==> src/rtl/edsac_order_pkg.sv <==
// rtl/edsac_order_pkg.sv - EDSAC short-order field positions, function codes and c-line indices
package edsac_order_pkg;

    localparam int ORDER_W = 17;
    localparam int ADDR_W  = 10;
    localparam int FUNC_W  = 5;

    // Bit positions within the serial order, in arrival order (LSB first)
    localparam int LEN_BIT   = 0;
    localparam int ADDR_LSB  = 1;
    localparam int ADDR_MSB  = 10;
    localparam int SPARE_BIT = 11;
    localparam int FUNC_LSB  = 12;
    localparam int FUNC_MSB  = 16;

    // Teleprinter codes of the function letters
    localparam logic [4:0] FN_E = 5'd3;
    localparam logic [4:0] FN_R = 5'd4;
    localparam logic [4:0] FN_T = 5'd5;
    localparam logic [4:0] FN_Y = 5'd6;
    localparam logic [4:0] FN_U = 5'd7;
    localparam logic [4:0] FN_O = 5'd9;
    localparam logic [4:0] FN_S = 5'd12;
    localparam logic [4:0] FN_Z = 5'd13;
    localparam logic [4:0] FN_H = 5'd21;
    localparam logic [4:0] FN_N = 5'd22;
    localparam logic [4:0] FN_L = 5'd25;
    localparam logic [4:0] FN_X = 5'd26;
    localparam logic [4:0] FN_G = 5'd27;
    localparam logic [4:0] FN_A = 5'd28;
    localparam logic [4:0] FN_C = 5'd30;
    localparam logic [4:0] FN_V = 5'd31;

    // Positions of each decoded line inside the c-line vector
    localparam int CL_C1   = 0;
    localparam int CL_C2   = 1;
    localparam int CL_C3   = 2;
    localparam int CL_C4   = 3;
    localparam int CL_C7   = 4;
    localparam int CL_C8   = 5;
    localparam int CL_C9   = 6;
    localparam int CL_C10  = 7;
    localparam int CL_C18  = 8;
    localparam int CL_C19  = 9;
    localparam int CL_C21  = 10;
    localparam int CL_C25  = 11;
    localparam int CL_STOP = 12;
    localparam int CL_W    = 13;

    typedef logic [CL_W-1:0] cline_t;

endpackage

==> src/rtl/order_decode.sv <==
// rtl/order_decode.sv - combinational map from function code to c-line vector
module order_decode
    import edsac_order_pkg::*;
(
    input  logic [FUNC_W-1:0] i_func,
    output cline_t            o_clines
);

    // Unlisted codes (F, I and the rest) are no-ops: every line stays low
    always_comb begin
        o_clines = '0;
        case (i_func)
            FN_A: begin
                o_clines[CL_C1] = 1'b1;
                o_clines[CL_C2] = 1'b1;
            end
            FN_S: begin
                o_clines[CL_C1] = 1'b1;
                o_clines[CL_C3] = 1'b1;
            end
            FN_C: begin
                o_clines[CL_C1] = 1'b1;
                o_clines[CL_C4] = 1'b1;
            end
            FN_V, FN_N: o_clines[CL_C1]   = 1'b1;
            FN_R:       o_clines[CL_C7]   = 1'b1;
            FN_L:       o_clines[CL_C8]   = 1'b1;
            FN_X, FN_Y: o_clines[CL_C9]   = 1'b1;
            FN_G:       o_clines[CL_C10]  = 1'b1;
            FN_H:       o_clines[CL_C18]  = 1'b1;
            FN_T, FN_U: o_clines[CL_C19]  = 1'b1;
            FN_O:       o_clines[CL_C21]  = 1'b1;
            FN_E:       o_clines[CL_C25]  = 1'b1;
            FN_Z:       o_clines[CL_STOP] = 1'b1;
            default:    o_clines = '0;
        endcase
    end

endmodule

==> src/rtl/order_coder.sv <==
// rtl/order_coder.sv - serial short-order deserialiser, latch and c-line decoder
module order_coder
    import edsac_order_pkg::*;
#(
    parameter int ORDER_W = edsac_order_pkg::ORDER_W,
    parameter int ADDR_W  = edsac_order_pkg::ADDR_W,
    parameter int FUNC_W  = edsac_order_pkg::FUNC_W
) (
    input  logic              clk,
    input  logic              rst_n,
    input  logic              mib,
    input  logic              d0,
    input  logic              d17,
    input  logic              g12,
    output logic              c1,
    output logic              c2,
    output logic              c3,
    output logic              c4,
    output logic              c7,
    output logic              c8,
    output logic              c9,
    output logic              c10,
    output logic              c18,
    output logic              c19,
    output logic              c21,
    output logic              c25,
    output logic              c_stop,
    output logic              f1_neg,
    output logic [ADDR_W-1:0] addr,
    output logic              order_valid,
    output logic              frame_err
);

    localparam int CNT_W  = $clog2(ORDER_W + 1);
    localparam int AIDX_W = $clog2(ADDR_W);
    localparam int FIDX_W = $clog2(FUNC_W);

    localparam logic [CNT_W-1:0] K_FULL     = CNT_W'(ORDER_W);
    localparam logic [CNT_W-1:0] K_LEN      = CNT_W'(LEN_BIT);
    localparam logic [CNT_W-1:0] K_ADDR_LSB = CNT_W'(ADDR_LSB);
    localparam logic [CNT_W-1:0] K_ADDR_MSB = CNT_W'(ADDR_MSB);
    localparam logic [CNT_W-1:0] K_FUNC_LSB = CNT_W'(FUNC_LSB);

    // Incoming order is split by field as it arrives; the spare bit is never stored
    logic [CNT_W-1:0]  r_count;
    logic              r_len_sh;
    logic [ADDR_W-1:0] r_addr_sh;
    logic [FUNC_W-1:0] r_func_sh;

    logic [AIDX_W-1:0] w_addr_idx;
    logic [FIDX_W-1:0] w_func_idx;
    logic              w_full;
    cline_t            w_clines;

    cline_t            r_clines;
    logic              r_f1_neg;
    logic [ADDR_W-1:0] r_addr;
    logic              r_valid;
    logic              r_frame_err;

    assign w_addr_idx = AIDX_W'(r_count - K_ADDR_LSB);
    assign w_func_idx = FIDX_W'(r_count - K_FUNC_LSB);
    assign w_full     = (r_count == K_FULL);

    order_decode u_decode (
        .i_func   (r_func_sh),
        .o_clines (w_clines)
    );

    // Deserialise mib under g12; d17 beats d0, d0 restarts the frame, count saturates at 17
    always_ff @(posedge clk or negedge rst_n) begin
        if (!rst_n) begin
            r_count   <= '0;
            r_len_sh  <= 1'b0;
            r_addr_sh <= '0;
            r_func_sh <= '0;
        end else if (g12 && !d17) begin
            if (d0) begin
                r_count  <= CNT_W'(1);
                r_len_sh <= mib;
            end else if (!w_full) begin
                if (r_count == K_LEN) begin
                    r_len_sh <= mib;
                end else if (r_count <= K_ADDR_MSB) begin
                    r_addr_sh[w_addr_idx] <= mib;
                end else if (r_count >= K_FUNC_LSB) begin
                    r_func_sh[w_func_idx] <= mib;
                end
                r_count <= r_count + CNT_W'(1);
            end
        end
    end

    // Latch the decoded order on d17 only when exactly 17 bits were captured
    always_ff @(posedge clk or negedge rst_n) begin
        if (!rst_n) begin
            r_clines    <= '0;
            r_f1_neg    <= 1'b1;
            r_addr      <= '0;
            r_valid     <= 1'b0;
            r_frame_err <= 1'b0;
        end else begin
            r_valid <= 1'b0;
            if (g12 && d17) begin
                if (w_full) begin
                    r_clines <= w_clines;
                    r_f1_neg <= ~r_len_sh;
                    r_addr   <= r_addr_sh;
                    r_valid  <= 1'b1;
                end else begin
                    r_frame_err <= 1'b1;
                end
            end
        end
    end

    assign c1          = r_clines[CL_C1];
    assign c2          = r_clines[CL_C2];
    assign c3          = r_clines[CL_C3];
    assign c4          = r_clines[CL_C4];
    assign c7          = r_clines[CL_C7];
    assign c8          = r_clines[CL_C8];
    assign c9          = r_clines[CL_C9];
    assign c10         = r_clines[CL_C10];
    assign c18         = r_clines[CL_C18];
    assign c19         = r_clines[CL_C19];
    assign c21         = r_clines[CL_C21];
    assign c25         = r_clines[CL_C25];
    assign c_stop      = r_clines[CL_STOP];
    assign f1_neg      = r_f1_neg;
    assign addr        = r_addr;
    assign order_valid = r_valid;
    assign frame_err   = r_frame_err;

endmodule
==> config.mk <==
export PLATFORM = sky130hd
export DESIGN_NAME = order_coder
export DESIGN_NICKNAME = d
export VERILOG_FILES = /design/src/rtl/edsac_order_pkg.sv /design/src/rtl/order_decode.sv /design/src/rtl/order_coder.sv
export SDC_FILE = /design/constraint.sdc
export NUM_CORES = 1
export LEC_CHECK = 0
export ABC_AREA = 1
export CORE_MARGIN = 1
export CORE_UTILIZATION = 55
export CTS_BUF_LIST = sky130_fd_sc_hd__clkbuf_8 sky130_fd_sc_hd__clkbuf_16
export DETAILED_ROUTE_END_ITERATION = 7
export PLACE_DENSITY = 0.86
export SLEW_MARGIN = 20
export SYNTH_ARGS = -nofsm -noshare
export SYNTH_HDL_FRONTEND = slang
export SYNTH_SLANG_ARGS = --single-unit
==> constraint.sdc <==
create_clock -name clk -period 2.42 [get_ports clk]
set_input_delay 0.484 -clock clk [delete_from_list [all_inputs] [get_ports clk]]
set_output_delay 0.484 -clock clk [all_outputs]
set_load 0.02 [all_outputs]
==> metrics <==
buffer depth of the longest clock path 2; DR DRC count 0; largest family of logic cells by synthesized area simple AND/OR/NAND/NOR gates; Initial Utilization 0.592; wl on met1 2070 um; number of synthesized flops with an enable pin 0; fmax 507 MHz; CTS Buf Count 5; die area 0.00470 mm^2; Synth Area in Simple Gates 0.326; Root Driver clkbuf_8; clock latency on the worst-skew pair 0.30 ns; Unique masters post-synth 31; Setup WS post-layout 0.449 ns; Worst Path Required 2.61 ns; Routed WL 4560 um; I/O pin cnt 32; Slew @ Worst Pin 0.547 ns; chip width 68.5 um; WL met3 169 um; final RePlAce weighted congestion 0.861; Mapped Area 0.00243 mm^2; Adder-Cell Fraction of Synth Area 0.0308; PortBufs 31; Detailed Route Iter0 Violations 148; GRT overflow 0; Yosys warning count 0; Compound-Gate Fraction of Synth Area 0.0853; Leakage 1.35 nW; Tot Pwr 1.69 mW; Post-CTS Hold Buffers 0; global router's overall resource usage 0.229; Max IR drop VDD 0.000299 V; max layer used met4; drt pass-1 iters 4; CTS tree done; htree depth 2; nets 336; final worst-path cycle share 0.814; # Max-Cap Violations 0; synthesis-stage register bit count 47; run status complete, no violations; cts repair resizes 0; mux cell area share after synthesis 0; Slew HR 0.634; syn nets 305; met2 routed WL 2210 um; wire per inst 12.2 um; ys async rst share 1.00; layout cell share with drive strength beyond 1 0.105; vias 1977; CP arrival 2.16 ns; CP Capture Type register; Setup TNS Final 0 ns; Area growth syn-to-layout 16.2%; Layout Cell Area excl Fill 0.00283 mm^2; reg2reg start r_count[1]; minimum clock period 1.97 ns; Placed Area 0.00274 mm^2; syn_area_per_cell 8.31 um^2; endpoints failing hold 0; FP Rows 23; Synth Area in XOR/XNOR 0.00360; CTS clk-pin slew, worst paths 0.09 ns; Startpoint Class register; ys flop type dfrtp_1; dpl hpwl 3390 um; vias in the first global route 1881; RSZ-0062 raised after global routing false; global-route wire length before repair 7800 um; post-place setup slack 0.323 ns; initial antenna violation count 0; Power Dens Cells 596 mW/mm^2; ANT nets after route 0; Seq/Total Area, Yosys 0.484; post-route clock skew 0.00734 ns; Setup crit start r_count[1]; largest net degree at the start of global routing 30; Slew Limit Fails 0; CP max FO 20; vias per inst 5.27; Gate Count Post-Synth 293; Die Y-Extent 68.5 um; area of the core 0.00412 mm^2; WS Path Type register to register; endpoints failing setup 0; Setup Fix Bufs, Post-CTS 0; number of diodes 0; Worst Hold Class input pin to asynchronous set/reset pin; CTS sink cnt 47
-- report_power, final --
part	switching [mW]	internal, mW	total, mW	leakage [nW]
combinational	0.191	0.0972	0.288	0.669
clock	0.270	0.204	0.474	0.0483
sequential	0.0698	0.855	0.925	0.637
-- Yosys cell counts (2+ instances only) --
library cell	instances	area, um^2
a31o_2	2	17.5
o31ai_1	6	45.0
buf_6	6	67.6
o21ai_1	7	35.0
nand4_1	3	18.8
nand2_2	3	18.8
nor3_1	3	15.0
nor2_1	17	63.8
nand3_1	30	150
clkbuf_1	2	7.51
nor2_4	3	33.8
o21ai_0	7	35.0
a21oi_4	2	32.5
buf_2	3	15.0
inv_1	18	67.6
nand2_1	116	435
dfrtp_1	46	1150
ha_1	6	75.1
-- cells by family after synthesis --
logic type	after synthesis
AO/OA/AOI/OAI	28
XOR/XNOR	1
adder cells (fa/ha/maj)	6
buffers and inverters	32
flip-flops	47
AND/OR/NAND/NOR	179
-- area by class of cell --
cell class                      instances  area, um^2
Sequential cell                        47        1180
Inverter                               21        81.3
Multi-Input combinational cell        214        1090
Clock buffer                            5        68.8
Clock inverter                          3        18.8
Fill cell                             347        1280
Tap cell                               50        62.6
Timing Repair Buffer                   35         335
-- routing by layer --
metal  GRT usage  vias to the layer above
met2       0.400                       48
li1            -                      999
met5           0                        -
met4       0.122                        0
met1       0.268                      918
met3      0.0362                       12
-- flip-flops by register name, indices dropped and copies added, names as in the netlist --
name and cells:
r_clines 13, addr 10, r_addr_sh 10, r_count 5, r_func_sh 5, f1_neg 1
frame_err 1, order_valid 1, r_len_sh 1
-- metrics by stage --
stage,hold slack [ns],std cells,util
floorplan,0.188,293,-
CTS,0.103,375,0.688
detailed placement,0.415,367,0.666
global placement,0.413,367,0.666
finish,0.0912,375,0.688
global route,0.109,375,0.688
-- layout by cell type, fill, tap and decap left out, types with 2 or more instances in the layout --
cell type / n
a31o_2: 2
nand2_1: 116
nand3_1: 30
clkdlybuf4s50_1: 30
dfrtp_1: 46
nand2_2: 3
clkbuf_8: 5
o31ai_1: 6
ha_1: 6
inv_1: 18
o21ai_0: 7
buf_4: 4
nor2_1: 17
nor3_1: 3
nand4_1: 3
nor2_4: 3
o21ai_1: 7
a21oi_4: 2
clkinv_2: 2
-- worst paths after layout --
path                                 to  depth (start not counted)  slack, ns
setup reg to reg           r_addr_sh[9]                         10       0.45
hold reg to reg                  f1_neg                          1       0.43
min in group clk                 f1_neg                          1       0.43
max in group asynchronous        f1_neg                          2       1.60
setup / recovery           r_addr_sh[9]                         10       0.45
hold / removal              r_clines[7]                          1       0.09
-- critical path: stages, from the launching register on --
cell and delay (ns):
dfrtp_1 0.52, inv_1 0.16, ha_1 0.21, inv_1 0.11, nor2_2 0.06, a21oi_4 0.18, nand2_4 0.09, nor2_4 0.31
nand2_1 0.10, nand2_1 0.08, nand2_1 0.05
(Power assumes the default switching activity.)
